`src/rtl/ex_muldiv.sv`:
```
// ex_muldiv: multi-cycle MULT/DIV unit with architectural HI/LO registers.
// Single-cycle multiply and 32-step restoring divide; results commit to HI/LO on DONE exit.
module ex_muldiv #(
  parameter logic [31:0] HILO_RESET = 32'h0
) (
  input  logic        clk,
  input  logic        reset,
  input  logic        ex_mult,
  input  logic        ex_div,
  input  logic        ex_mdsign,
  input  logic [31:0] ex_A,
  input  logic [31:0] ex_B,
  input  logic [1:0]  ex_hilowen,
  input  logic [1:0]  ex_hiloren,
  input  logic        ex_stall,
  input  logic        flush,
  output logic        md_busy,
  output logic [31:0] hilo_rdata,
  output logic [31:0] hi,
  output logic [31:0] lo
);
  typedef enum logic [1:0] {IDLE, MUL, DIV, DONE} state_t;
  state_t      state_q;
  logic [31:0] hi_q, lo_q, b_q, ma, mb, qn, rn;
  logic [63:0] res_q, prod;
  logic [5:0]  cnt_q;
  logic        neg_q, rneg_q, sa, sb, start;
  logic [32:0] sh, diff;
  assign start = state_q == IDLE && (ex_mult || ex_div) && !flush;
  assign sa = ex_mdsign & ex_A[31];
  assign sb = ex_mdsign & ex_B[31];
  assign ma = sa ? -ex_A : ex_A;
  assign mb = sb ? -ex_B : ex_B;
  // res_q doubles as {partial remainder, dividend/quotient} shift pair during DIV
  assign sh = {res_q[63:32], res_q[31]};
  assign diff = sh - {1'b0, b_q};
  assign qn = {res_q[30:0], ~diff[32]};
  assign rn = diff[32] ? sh[31:0] : diff[31:0];
  assign prod = {32'b0, res_q[31:0]} * {32'b0, b_q};
  assign md_busy = !flush && (start || state_q == MUL || state_q == DIV);
  assign hilo_rdata = ex_hiloren[1] ? hi_q : ex_hiloren[0] ? lo_q : 32'b0;
  assign hi = hi_q;
  assign lo = lo_q;
  always_ff @(posedge clk) begin
    if (reset) begin
      state_q <= IDLE;
      hi_q    <= HILO_RESET;
      lo_q    <= HILO_RESET;
      cnt_q   <= '0;
      res_q   <= '0;
      b_q     <= '0;
      neg_q   <= 1'b0;
      rneg_q  <= 1'b0;
    end else begin
      case (state_q)
        IDLE: begin
          if (start) begin
            res_q   <= {32'b0, ma};
            b_q     <= mb;
            neg_q   <= sa ^ sb;
            rneg_q  <= sa;
            cnt_q   <= '0;
            state_q <= ex_mult ? MUL : DIV;
          end else if (!ex_mult && !ex_div && !flush && !ex_stall) begin
            if (ex_hilowen[1]) hi_q <= ex_A;
            if (ex_hilowen[0]) lo_q <= ex_A;
          end
        end
        MUL: begin
          if (!flush) res_q <= neg_q ? -prod : prod;
          state_q <= flush ? IDLE : DONE;
        end
        DIV: begin
          if (flush) begin
            state_q <= IDLE;
            cnt_q   <= '0;
          end else if (cnt_q == 6'd31) begin
            res_q   <= {rneg_q ? -rn : rn, neg_q ? -qn : qn};
            state_q <= DONE;
          end else begin
            res_q <= {rn, qn};
            cnt_q <= cnt_q + 6'd1;
          end
        end
        default: begin
          if (!ex_stall) begin
            state_q <= IDLE;
            if (!flush) {hi_q, lo_q} <= res_q;
          end
        end
      endcase
    end
  end
endmodule

```
`config.mk`:
```
export PLATFORM = sky130hd
export DESIGN_NAME = ex_muldiv
export DESIGN_NICKNAME = d
export VERILOG_FILES = /design/src/rtl/ex_muldiv.sv
export SDC_FILE = /design/constraint.sdc
export NUM_CORES = 2
export LEC_CHECK = 0
export ABC_AREA = 1
export CORE_MARGIN = 2
export CORE_UTILIZATION = 45
export CTS_CLUSTER_SIZE = 16
export DETAILED_ROUTE_END_ITERATION = 10
export PLACE_DENSITY = 0.62
export SYNTH_ARGS = -nofsm -noshare
export SYNTH_HDL_FRONTEND = slang
export SYNTH_SLANG_ARGS = --single-unit
export TNS_END_PERCENT = 5
```
`constraint.sdc`:
```
create_clock -name clk -period 11 [get_ports clk]
set_clock_uncertainty 0.1 [all_clocks]
set_input_delay 2.2 -clock clk [delete_from_list [all_inputs] [get_ports clk]]
set_output_delay 2.2 -clock clk [all_outputs]
set_load 0.1 [all_outputs]
```
==> metrics.csv <==
stage,metric,value,unit
run_status,status,finished clean,
logic_synthesis,yosysWarnings,0,
worst_setup_path,worst_ep_arrival_time,10.09,ns
logic_synthesis,yosysSeqAreaShare,6.467,%
clock_network,hold_buffers,0,
power_and_ir_drop,power,15.50,mW
worst_setup_path,endpoint_kind,register,
global_routing,antenna_found_initial,13,
floorplan,start_util,45.35,%
worst_hold_path,min_from,hi[5],
clock_network,clock_sink_count,170,
route,routed_wl,198800,um
sta,setup_ws,1.161,ns
finish,multi_input_area,40000,um^2
clock_network,cts_setup_buffers,0,
worst_setup_path,cp_data_required_time,11.25,ns
route,wl_met3,17610,um
finish,mostFrequentLayoutCell,nand2_1,
floorplan,die_height,346.0,um
global_routing,grt_pass1_wl,303500,um
sta,finalMaxSlewViolations,0,
floorplan,core-area,116000,um^2
worst_setup_path,path_class,reg -> reg,
finish,drive_gt1_share,4.067,%
placed_design,dp_hpwl,166100,um
sta,finalHoldViolCount,0,
sta,tns,0,ns
clock_network,path_clk_slew,0.08,ns
sta,min_period_over_period,89.45,%
clock_network,h-tree-depth,4,
clock_network,clk_latency,0.48,ns
sta,worstMarginPinSlew,1.403,ns
power_and_ir_drop,ir_drop,0.0002764,V
global_routing,grt_pass1_vias,49110,
global_routing,grt_max_degree,97,
floorplan,ioPinCount,172,
logic_synthesis,synth.distinct_cells,60,
clock_network,cts_buffer_depth,2,
worst_hold_path,holdPathStages,2,
sta,relSlewSlack,6.328,%
clock_network,cts_buffers,17,
worst_hold_path,holdPathEnd,hi[5],
logic_synthesis,yosys_register_bits,170,
sta,setup_violations,0,
floorplan,die_x,346.0,um
logic_synthesis,syn_nets,9208,
route,met1_length,84910,um
floorplan,rows,125,
worst_setup_path,slowest_stage,dfxtp_1,
sta,rsz0062_at_grt,no,
clock_network,root_buffer,clkbuf_16,
route,wl_per_cell,21.10,um
finish,final_cell_mix,"nand2_1 (2351), inv_1 (2047), fa_1 (897)",
floorplan,design.die.area,119700,um^2
worst_setup_path,cpMostUsedCell,nand2_1,
global_routing,grt-ovfl-total,0,
route,met2_length,88880,um
route,drcViolationCount,0,
logic_synthesis,postSynthAreaPerCell,6.636,um^2
worst_setup_path,cpPeakStageDelay,1.02,ns
logic_synthesis,synth_edf_count,0,
sta,layout_min_cycle_time,9.839,ns
logic_synthesis,netlist_area,52630,um^2
worst_setup_path,path_max_fanout,22,
placed_design,globalplace.congestion,1.069,
power_and_ir_drop,leakage,32.93,nW
global_routing,grt_use_total,33.28,%
worst_setup_path,r2r_end,res_q[40],
route,via_count,49960,
route,drtIter0Drc,4897,
worst_setup_path,critPathLaunchType,register,
power_and_ir_drop,p_per_area,275.0,nW/um^2
placed_design,dp_slack,1.352,ns
logic_synthesis,syn_inst,7930,
worst_setup_path,critPathLaunch,res_q[28],
route,routed_via_density,5.302,
worst_setup_path,r2r_slack,1.16,ns
worst_setup_path,r2r-start,res_q[28],
logic_synthesis,async_flop_share,0,%
route,routed.top_layer,met5,
finish,n_fill_cell,12080,
finish,final-seq-area,3412,um^2
finish,area_growth,7.123,%
clock_network,cts_tree,yes,
route,firstDrtPassIters,6,
logic_synthesis,synth_ff_type,dfxtp_1,
finish,nNetsFinal,9157,
placed_design,portBuffers,171,
route,drtAntennaViolNets,0,
worst_setup_path,rr_worst_depth,33,
worst_hold_path,hp-class,reg -> reg,
clock_network,cts_resized,0,
job,drv_cap,0,
sta,timing.fmax,0.1016,GHz
synthesized netlist by cell type, types with 48 or more instances:
cell	count	area, um^2
dfxtp_1	170	3403
inv_1	2047	7684
a21oi_1	281	1406
nor2_1	356	1336
o21ai_0	365	1827
nand3_1	294	1471
nand4_1	48	300.3
nor3_1	61	305.3
nand2_1	2351	8825
clkbuf_1	301	1130
nand2_2	48	300.3
ha_1	306	3829
fa_1	897	17960
cells by family (layout without fill, tap and decap cells):
group	count (synthesis)	after routing	synth area share [%]
flops	170	170	6.467
simple gates	3260	3260	25.34
xor+xnor	72	72	1.227
compound gates	780	780	7.970
buf+inv	2445	2407	17.59
other cells	0	6	0
fa+ha+maj	1203	1203	41.40
power by group:
group          internal [mW]  switching, mW  leakage, nW  total, mW
clock                  0.301          0.351        0.278      0.653
combinational           4.19           9.56         31.3       13.7
sequential             0.731          0.371         1.39       1.10
state kept, by name (all words and copies together), names as in the netlist:
signal / cells
rneg_q: 1
b_q: 32
neg_q: 1
cnt_q: 6
state_q: 2
lo: 32
res_q: 64
hi: 32
stage by stage:
stage | cells | hold WS, ns | cell area (um^2) | util [%]
4_1_cts | 9416 | 0.3664 | 56360 | 48.57
3_3_place_gp | 9384 | 0.3549 | 55790 | 48.08
6_report | 9422 | 0.3677 | 56370 | 48.58
2_1_floorplan | 7930 | 0.3411 | 52630 | -
5_1_grt | 9419 | 0.3848 | 56370 | 48.57
3_5_place_dp | 9384 | 0.3544 | 55790 | 48.08
critical path, delay by kind of cell, from the launching register on:
kind            cells  cell delay [ns]
compound gates      4             1.36
flops               1             1.02
buf+inv             6             0.92
simple gates       14             1.80
fa+ha+maj           9             4.47
area by class of cell:
| cell class | count | share of cell area (%) |
|---|---|---|
| sequential | 170 | 6.052 |
| clock inverter | 14 | 0.2397 |
| inverter | 2076 | 13.82 |
| multi-input combinational | 5315 | 70.96 |
| antenna | 6 | 0.02663 |
| tap | 1524 | 3.382 |
| timing repair buffer | 299 | 4.754 |
| clock buffer | 18 | 0.7613 |
per-layer routing:
layer / vias up / GRT usage, %
met1: 24490 / 46.73
li1: 23060 / -
met2: 2070 / 52.49
met5: - / 0
met4: 10 / 10.38
met3: 326 / 5.452
worst max path at each step:
stage / cells after the start / endpoint
2_1_floorplan: 39 / res_q[60]
3_3_place_gp: 32 / res_q[52]
3_5_place_dp: 33 / res_q[40]
4_1_cts: 33 / res_q[40]
5_1_grt: 33 / res_q[40]
6_report: 33 / res_q[40]
No activity file was read; power rests on OpenSTA's default activity.
